[src/rtl/wb_ntp_pkg.sv]
`default_nettype none
// ============================================================================
// Module      : wb_ntp_pkg
// Description : Shared types and constants for the NTP Wishbone arbiter.
//               Holds the arbiter state enumeration (encoded so the state
//               register doubles as the one-hot grant vector), bus widths
//               and the default wait timeout.
// Revision    : 1.0 - initial release
// ============================================================================
package wb_ntp_pkg;

  localparam int WB_ADR_W        = 6;
  localparam int WB_DAT_W        = 32;
  localparam int WB_SEL_W        = WB_DAT_W / 8;
  localparam int TIMEOUT_DEFAULT = 255;
  localparam int WDOG_W          = 8;

  // Encoding equals the grant vector: IDLE=00, GNT0=01, GNT1=10.
  typedef enum logic [1:0] {
    ST_IDLE = 2'b00,
    ST_GNT0 = 2'b01,
    ST_GNT1 = 2'b10
  } arb_state_t;

endpackage
`default_nettype wire

[src/rtl/wb_ntp_wdog.sv]
`default_nettype none
// ============================================================================
// Module      : wb_ntp_wdog
// Description : Slave-ack wait counter for the NTP arbiter. Counts cycles a
//               granted strobe waits for ack, saturating at TIMEOUT, and
//               flags timeout_hit in the cycle the count reaches TIMEOUT-1.
// Ports       : i_clk         - clock
//               i_rst_n       - asynchronous active-low reset
//               i_clr         - grant is changing at the next edge
//               i_ack         - slave ack
//               i_stb         - strobe of the currently granted master
//               o_timeout_hit - terminate the current strobe with an error
// Revision    : 1.0 - initial release
// ============================================================================
module wb_ntp_wdog
  import wb_ntp_pkg::*;
#(
  parameter int TIMEOUT = TIMEOUT_DEFAULT
) (
  input  logic i_clk,
  input  logic i_rst_n,
  input  logic i_clr,
  input  logic i_ack,
  input  logic i_stb,
  output logic o_timeout_hit
);

  localparam logic [WDOG_W-1:0] c_cnt_max = WDOG_W'(TIMEOUT);
  localparam logic [WDOG_W-1:0] c_cnt_hit = WDOG_W'(TIMEOUT - 1);

  logic [WDOG_W-1:0] r_cnt;

  // Clearing on the edge where the grant changes means a new owner always
  // starts its first cycle with a zero count.
  always_ff @(posedge i_clk or negedge i_rst_n) begin
    if (!i_rst_n) begin
      r_cnt <= '0;
    end else if (i_clr || i_ack || !i_stb) begin
      r_cnt <= '0;
    end else if (r_cnt != c_cnt_max) begin
      r_cnt <= r_cnt + 1'b1;
    end
  end

  // Saturation past TIMEOUT-1 guarantees a single-cycle pulse; a
  // simultaneous ack always wins over the timeout.
  assign o_timeout_hit = (r_cnt == c_cnt_hit) && i_stb && !i_ack;

endmodule
`default_nettype wire

[src/rtl/wb_ntp_arbiter.sv]
`default_nettype none
// ============================================================================
// Module      : wb_ntp_arbiter
// Description : Two-master Wishbone arbiter in front of the NTP register
//               slave. Master 0 is the CPU, master 1 the hardware timestamp
//               engine. Round-robin on ties, grant held for the whole cyc
//               (keeps 64-bit two-word accesses atomic), direct hand-over
//               between masters without an idle bubble, and a wait-timeout
//               that terminates an unanswered strobe with an error.
// Ports       : i_clk, i_rst_n        - clock, async active-low reset
//               i_m0_* / o_m0_*       - master 0 request / response
//               i_m1_* / o_m1_*       - master 1 request / response
//               o_s_* / i_s_*         - slave request / response
//               o_grant               - one-hot owner, 00 = idle
// Revision    : 1.0 - initial release
// ============================================================================
module wb_ntp_arbiter
  import wb_ntp_pkg::*;
#(
  parameter int TIMEOUT = TIMEOUT_DEFAULT
) (
  input  logic                i_clk,
  input  logic                i_rst_n,
  // master 0 (CPU)
  input  logic [WB_ADR_W-1:0] i_m0_adr,
  input  logic [WB_DAT_W-1:0] i_m0_dat,
  input  logic [WB_SEL_W-1:0] i_m0_sel,
  input  logic                i_m0_we,
  input  logic                i_m0_cyc,
  input  logic                i_m0_stb,
  output logic                o_m0_ack,
  output logic                o_m0_err,
  output logic [WB_DAT_W-1:0] o_m0_rdt,
  // master 1 (timestamp engine)
  input  logic [WB_ADR_W-1:0] i_m1_adr,
  input  logic [WB_DAT_W-1:0] i_m1_dat,
  input  logic [WB_SEL_W-1:0] i_m1_sel,
  input  logic                i_m1_we,
  input  logic                i_m1_cyc,
  input  logic                i_m1_stb,
  output logic                o_m1_ack,
  output logic                o_m1_err,
  output logic [WB_DAT_W-1:0] o_m1_rdt,
  // slave
  output logic [WB_ADR_W-1:0] o_s_adr,
  output logic [WB_DAT_W-1:0] o_s_dat,
  output logic [WB_SEL_W-1:0] o_s_sel,
  output logic                o_s_we,
  output logic                o_s_cyc,
  output logic                o_s_stb,
  input  logic                i_s_ack,
  input  logic [WB_DAT_W-1:0] i_s_rdt,
  // arbitration status
  output logic [1:0]          o_grant
);

  arb_state_t r_state;
  logic       r_last_owner;

  logic w_gnt0;
  logic w_gnt1;
  logic w_grant_chg;
  logic w_gnt_cyc;
  logic w_gnt_stb;
  logic w_timeout_hit;

  assign w_gnt0  = (r_state == ST_GNT0);
  assign w_gnt1  = (r_state == ST_GNT1);
  assign o_grant = r_state;

  // Arbitration FSM; last_owner resets to 1 so master 0 wins the first tie.
  always_ff @(posedge i_clk or negedge i_rst_n) begin
    if (!i_rst_n) begin
      r_state      <= ST_IDLE;
      r_last_owner <= 1'b1;
    end else begin
      case (r_state)
        ST_IDLE: begin
          if (i_m0_cyc && (!i_m1_cyc || r_last_owner)) begin
            r_state      <= ST_GNT0;
            r_last_owner <= 1'b0;
          end else if (i_m1_cyc) begin
            r_state      <= ST_GNT1;
            r_last_owner <= 1'b1;
          end
        end
        ST_GNT0: begin
          if (!i_m0_cyc) begin
            if (i_m1_cyc) begin
              r_state      <= ST_GNT1;
              r_last_owner <= 1'b1;
            end else begin
              r_state <= ST_IDLE;
            end
          end
        end
        ST_GNT1: begin
          if (!i_m1_cyc) begin
            if (i_m0_cyc) begin
              r_state      <= ST_GNT0;
              r_last_owner <= 1'b0;
            end else begin
              r_state <= ST_IDLE;
            end
          end
        end
        default: r_state <= ST_IDLE;
      endcase
    end
  end

  // The grant moves at the next edge exactly when idle with a request
  // pending, or when the current owner has released cyc.
  assign w_grant_chg = ((r_state == ST_IDLE) && (i_m0_cyc || i_m1_cyc)) ||
                       (w_gnt0 && !i_m0_cyc) ||
                       (w_gnt1 && !i_m1_cyc);

  always_comb begin
    o_s_adr   = '0;
    o_s_dat   = '0;
    o_s_sel   = '0;
    o_s_we    = 1'b0;
    w_gnt_cyc = 1'b0;
    w_gnt_stb = 1'b0;
    if (w_gnt0) begin
      o_s_adr   = i_m0_adr;
      o_s_dat   = i_m0_dat;
      o_s_sel   = i_m0_sel;
      o_s_we    = i_m0_we;
      w_gnt_cyc = i_m0_cyc;
      w_gnt_stb = i_m0_stb;
    end else if (w_gnt1) begin
      o_s_adr   = i_m1_adr;
      o_s_dat   = i_m1_dat;
      o_s_sel   = i_m1_sel;
      o_s_we    = i_m1_we;
      w_gnt_cyc = i_m1_cyc;
      w_gnt_stb = i_m1_stb;
    end
  end

  wb_ntp_wdog #(
    .TIMEOUT (TIMEOUT)
  ) u_wdog (
    .i_clk         (i_clk),
    .i_rst_n       (i_rst_n),
    .i_clr         (w_grant_chg),
    .i_ack         (i_s_ack),
    .i_stb         (w_gnt_stb),
    .o_timeout_hit (w_timeout_hit)
  );

  // The timed-out strobe is withdrawn from the slave in the error cycle.
  assign o_s_cyc  = w_gnt_cyc;
  assign o_s_stb  = w_gnt_stb && !w_timeout_hit;

  assign o_m0_ack = i_s_ack && w_gnt0 && !w_timeout_hit;
  assign o_m1_ack = i_s_ack && w_gnt1 && !w_timeout_hit;
  assign o_m0_err = w_gnt0 && w_timeout_hit;
  assign o_m1_err = w_gnt1 && w_timeout_hit;

  assign o_m0_rdt = i_s_rdt;
  assign o_m1_rdt = i_s_rdt;

endmodule
`default_nettype wire
[config.mk]
export PLATFORM = sky130hd
export DESIGN_NAME = wb_ntp_arbiter
export DESIGN_NICKNAME = d
export VERILOG_FILES = /design/src/rtl/wb_ntp_pkg.sv /design/src/rtl/wb_ntp_wdog.sv /design/src/rtl/wb_ntp_arbiter.sv
export SDC_FILE = /design/constraint.sdc
export NUM_CORES = 1
export LEC_CHECK = 0
export BUFFER_PORTS_ARGS = -buffer_cell sky130_fd_sc_hd__clkbuf_2
export CELL_PAD_IN_SITES_DETAIL_PLACEMENT = 1
export CELL_PAD_IN_SITES_GLOBAL_PLACEMENT = 2
export CORE_MARGIN = 2
export CORE_UTILIZATION = 13
export CTS_CLUSTER_SIZE = 28
export DETAILED_ROUTE_END_ITERATION = 12
export PLACE_DENSITY = 0.8
export SYNTH_ARGS = -nofsm -noshare
export SYNTH_HDL_FRONTEND = slang
export SYNTH_HIERARCHICAL = 1
export SYNTH_SLANG_ARGS = --single-unit
[constraint.sdc]
create_clock -name i_clk -period 1.9 [get_ports i_clk]
set_input_delay 0.19 -clock i_clk [delete_from_list [all_inputs] [get_ports i_clk]]
set_output_delay 0.19 -clock i_clk [all_outputs]
set_load 0.01 [all_outputs]
* Word-level counts from Yosys, hierarchy flattened
Cells that the tools add are included.
Storage, ports and cells: memories kept 0, bits of input ports 125, bits in registers 11, bits in read-only memories 0, bits in writable memories 0, output and inout bits 115, bits in latches 0
Cells by class: reductions and logical operators 29, eq/ne operators 8, shift operators 0, bitwise gates (word level) 0, $mul 0, add/sub/neg operators 1, div/mod/pow operators 0, muxes and demuxes 27, $lt $le $gt $ge 0
Operators by type and width (count):
- $mux W32 | 2
- $mux W8 | 2
- $logic_and A1 B1 Y1 | 13
- $mux W1 | 12
- $mux W6 | 2
- $mux W2 | 5
- $add A8 B1 Y8 const B | 1
- $eq A8 B8 Y1 const B | 1
- $mux W4 | 2
- $ne A8 B8 Y1 const B | 1
- $logic_or A1 B1 Y1 | 6
- $ne A2 B2 Y1 const B | 3
- $pmux W2 S3 | 1
- $logic_not A1 Y1 | 5
- $reduce_and A4 Y1 | 1
- $ne A3 B3 Y1 const B | 1
- $pmux W1 S3 | 1
- $reduce_and A3 Y1 | 1
- $reduce_bool A3 Y1 | 1
- $eq A2 B1 Y1 const B | 1
- $eq A2 B2 Y1 const B | 1
- $logic_not A2 Y1 | 1
- $reduce_bool A2 Y1 | 1

* Longest topological paths before layout
depth in word-level cells 7, gate-level depth with buffers 10

* Hierarchy
The synthesis kept the hierarchy.
Modules (own cells, without submodules):
- wb_ntp_arbiter | area each 1351.3 µm², times used 1, cells an instance 163
- wb_ntp_wdog | area each 455.4 µm², times used 1, cells an instance 46

* Worst setup path before layout
No wires, ideal clock.
path type flip-flop to flip-flop, from reg r_state[1], in the netlist o_grant[1], to reg u_wdog.r_cnt[5], arrival time 2089 ps, cell stages (with the launch flop) 11, setup time 78 ps, path buffers 3, setup slack -267 ps, cells stage by stage dfrtp_1 > inv_1 > ha_1 > buf_6 > buf_6 > buf_2 > a22oi_1 > nand2_1 > or3b_4 > nor4_2 > o21bai_1
Between the ends: cells in the longest elaborated chain, start to end 7
Ends and longest elaborated chain:
- from (decl) | line wb_ntp_arbiter.sv:57 | arb_state_t r_state;
- from (signal assigned) | line wb_ntp_arbiter.sv:74 | r_state <= ST_IDLE;
- from (signal assigned) | line wb_ntp_arbiter.sv:80 | r_state <= ST_GNT0;
- from (signal assigned) | line wb_ntp_arbiter.sv:83 | r_state <= ST_GNT1;
- $eq A2 B1 Y1 / $logic_not A2 Y1 (equally long branches) | line wb_ntp_arbiter.sv:67, wb_ntp_arbiter.sv:114
- $logic_and A1 B1 Y1, on equally long branches | line wb_ntp_arbiter.sv:115, wb_ntp_arbiter.sv:114
- $logic_or A1 B1 Y1 | line wb_ntp_arbiter.sv:114 | assign w_grant_chg = ((r_state == ST_IDLE) && (i_m0_cyc || i_m1_cyc)) ||
- $logic_or A1 B1 Y1 * | line wb_ntp_arbiter.sv:115 | (w_gnt0 && !i_m0_cyc) ||
- via w_grant_chg | line wb_ntp_arbiter.sv:62 | logic w_grant_chg;
- $logic_or A1 B1 Y1 * (2 in series) | line wb_ntp_wdog.sv:38 | end else if (i_clr || i_ack || !i_stb) begin
- $mux W8 / $reduce_bool A2 Y1 (equally long branches)
- to (signal assigned) | line wb_ntp_wdog.sv:41 | r_cnt <= r_cnt + 1'b1;
- to (decl) | line wb_ntp_wdog.sv:31 | logic [WDOG_W-1:0] r_cnt;
Mark *: on every way through the listed nets, which the timed path passes. The rest lies on a longest branch. A chain may end at the register's enable or synchronous reset.

* Worst setup path after layout
from reg r_state[0], in the netlist o_grant[0], to out o_m0_ack
Between the ends: cells in the longest elaborated chain, start to end 7
Ends and longest elaborated chain:
- $eq A2 B2 Y1 | line wb_ntp_arbiter.sv:68 | assign w_gnt1 = (r_state == ST_GNT1);
- $mux W1 | line wb_ntp_arbiter.sv:132 | end else if (w_gnt1) begin
- $mux W1 * | line wb_ntp_arbiter.sv:125 | if (w_gnt0) begin
- via w_gnt_stb | line wb_ntp_arbiter.sv:64 | logic w_gnt_stb;
- $logic_and A1 B1 Y1 * (2 in series) | line wb_ntp_wdog.sv:47 | assign o_timeout_hit = (r_cnt == c_cnt_hit) && i_stb && !i_ack;
- via w_timeout_hit | line wb_ntp_arbiter.sv:65 | logic w_timeout_hit;
- $logic_not A1 Y1 * | line wb_ntp_arbiter.sv:157 | assign o_m0_ack = i_s_ack && w_gnt0 && !w_timeout_hit;
- $logic_and A1 B1 Y1 * | line wb_ntp_arbiter.sv:157
- to (decl) | line wb_ntp_arbiter.sv:31 | output logic o_m0_ack,
Marked as above.

==> run metrics <==
status=finished with violations; failing checks=setup timing; Most used DFF post-synth=dfrtp_1; Core Box Area=13,720 um2; fin crit period=~2.1 ns; DRC Markers=0; area leader, netlist=buf_4; fin nets=435; layout cells sized above 1=63.58%; clock share of power=13.1%; Leak=1.295 nW; total power=2.923 mW; register area share after synthesis=15.30%; Comb power frac=around 76%; clk buf depth=2; TNS Setup=-3.520 ns; Vert. Die Dim=roughly 120 um; worst-path fanout max=5; Clock Latency Late Sink=around 0.24 ns; final hold vios=0; CTS tree=built; Switch Pwr=1.352 mW; port bufs=about 140; Slew headroom=roughly three fifths; Synth Net Count=roughly 340; Unique masters post-synth=between 40 and 50; Tcrit/Tclk final=109.9%; die area=14,860 um2; Vias/cell=roughly 3.9; number of global-route vias before repair=1,856; actual slew at the worst max-slew pin=~0.59 ns; clock slew at reported path FFs=0.04 ns; Critical-path top delay cell=dfrtp_1; Async SR Flop Fraction=100.0%; DRT iter0 DRCs=35; Starting Density=a little over an eighth; Cell Area, Synth=between 1500 and 2000 um2; Max H-tree Level=1; Clock Sinks=11; row count=between 40 and 50; CP max stage delay=a little under 0.4 ns; RSZ-0062 raised after global routing=yes; Synth Warn #=6; Final Max Slew Viols=0; # diodes=0; maxcap violations=0; Avg WL per Cell=around 16 um; Flop pwr share=a little over a tenth; setup violators final=roughly 50; CP Launch Type=flop; Internal=roughly 1.6 mW; clock root buffer=clkbuf_16; synthesis-stage register bit count=11; Vias=1,892; Power Density=1168 nW/um2; VDD IR max=about 0.42 mV; drt total wl=7515 um; final antenna-violating net count=0; total track usage=slightly below 9%; mean post-synth cell area=around 8.6 um2; class of the worst hold path=input pin to async pin; area share of the largest cell type after synthesis=between 20% and 30%; Arr. time, crit path=roughly 1.9 ns; first-pass GRT wire length=about 10,000 um; CP Capture Type=output pin; PnR worst setup slack=-0.1875 ns; f_max=about 480 MHz; Remaining Overflow, GRT=0; synth top area cells=buf_4 (27%), a22o_1 (21%), dfrtp_1 (14%); antenna violations before repair=0; total iterations of the first detailed-routing run=4; WS Path Type=flop to output pin; clk_skew=between 0.005 and 0.006 ns; count leader, synth=buf_4; sw frac=46.24%; area grow syn2layout=38.50%; Post-synth top cells=buf_4 (64), a22o_1 (44), dfrtp_1 (10); width of the die=121.9 um; IO Count=240; number of synthesized flops with an enable pin=0; largest net degree at the start of global routing=46; DP Wirelength=6279 um; Post-Synthesis Cells=~210; RePlAce Congestion=between 0.7 and 0.8; CTS buffer count=3; crit-path cells=buf_6 > ha_4 > a22o_4 > and4b_2 > and3_4 > and3b_1 > clkbuf_2; Worst EP required=1.71 ns
==> per-layer routing <==
metal	global-route usage [%]	wire, um	vias to the layer above
met5	0	0	-
met4	1.293	66	0
met3	1.592	627	10
met2	16.62	3903	91
met1	10.54	2917	899
li1	-	-	892
==> cells in the final DEF (no fill, tap or decap), types with 2 or more instances in the layout <==
cell       count
buf_6          3
o21bai_1       2
nand2_1        7
inv_2          3
nor3b_2        2
nand2_2        2
and2_1         2
nand2b_1       2
nor3_2         2
a21oi_1        5
clkbuf_16      3
o21ai_0        4
nand3_1        2
clkbuf_2     141
inv_1          5
a31oi_1        5
o311a_1        2
buf_2          2
ha_1           5
dfrtp_1        9
nor2b_1        2
o21ai_2        3
a22o_1        44
nand4_1        2
buf_4         16
ha_4           2
==> sequential cells by signal, summed over array words and instances (netlist names) <==
register,cells
o_grant,2
r_last_owner,1
u_wdog/r_cnt,8
==> power by group through the flow <==
stage | registers [mW] | logic (mW) | clock network (mW)
global placement | 0.309 | 2.07 | 0
global route | 0.321 | 2.42 | 0.413
CTS | 0.312 | 2.20 | 0.391
detailed placement | 0.313 | 2.10 | 0
finish | 0.317 | 2.22 | 0.382
floorplan | 0.320 | 1.43 | 0
==> cells by family (layout without fill, tap and decap cells) <==
logic type	Yosys count	in the layout	share of synthesized area [%]
compound gates	72	72	32.69
fa+ha+maj	7	7	4.847
buf+inv	83	176	34.07
flops	11	11	15.30
simple gates	36	36	13.09
==> final timing paths <==
check	slack [ns]	startpoint	end	cells after the start
hold / removal	0.36	i_rst_n	u_wdog/r_cnt[6]$_DFFE_PN0P_	2
hold reg to reg	0.59	r_last_owner$_DFFE_PN1P_	r_last_owner$_DFFE_PN1P_	2
min in group i_clk	0.38	i_s_rdt[11]	o_m0_rdt[11]	0
setup reg to reg	-0.02	o_grant[0]$_DFFE_PN0P_	u_wdog/r_cnt[5]$_DFFE_PN0P_	8
setup / recovery	-0.19	o_grant[0]$_DFFE_PN0P_	o_m0_ack	7
max in group asynchronous	1.25	i_rst_n	r_last_owner$_DFFE_PN1P_	2
==> worst max-delay path: cells and delay by family, from the launching register on <==
family | cells | cell delay (ns)
AOI/OAI and AO/OA | 1 | 0.25
adders and majority gates | 1 | 0.18
buffers and inverters | 2 | 0.27
DFF | 1 | 0.39
and+or+nand+nor | 3 | 0.57
==> area by class of cell <==
| class | count | area (um2) |
|---|---|---|
| Fill cell | 1680 | 11220 |
| Multi-Input combinational cell | 115 | 1005 |
| Timing Repair Buffer | 163 | 879.6 |
| Sequential cell | 11 | 277.8 |
| Tap cell | 180 | 225.2 |
| Clock buffer | 4 | 78.83 |
| Inverter | 9 | 36.28 |
==> metrics by stage <==
stage                     hold WS (ns)  cell area, um2  cells  setup slack [ns]  util (%)
after floorplan                -0.1056            1827    209           -0.1474         -
after global placement         0.08699            2285    472         -0.008273     16.65
after detailed placement       0.09215            2285    472          -0.08336     16.65
after CTS                       0.3731            2445    479           -0.1860     17.82
after global routing            0.3800            2502    482           -0.2421     18.24
final                           0.3643            2502    482           -0.1875     18.24
==> what timing repair did <==
| action | 4_1_cts | 5_1_grt |
|---|---|---|
| pin swaps | 3 | 3 |
| gates cloned | 0 | 0 |
| setup endpoints to repair | 52 | 55 |
| hold endpoints to repair | 10 | 0 |
| buffers inserted | 2 | 3 |
| resized for setup | 11 | 12 |
| hold buffers | 1 | 0 |
(Power assumes the default switching activity.)
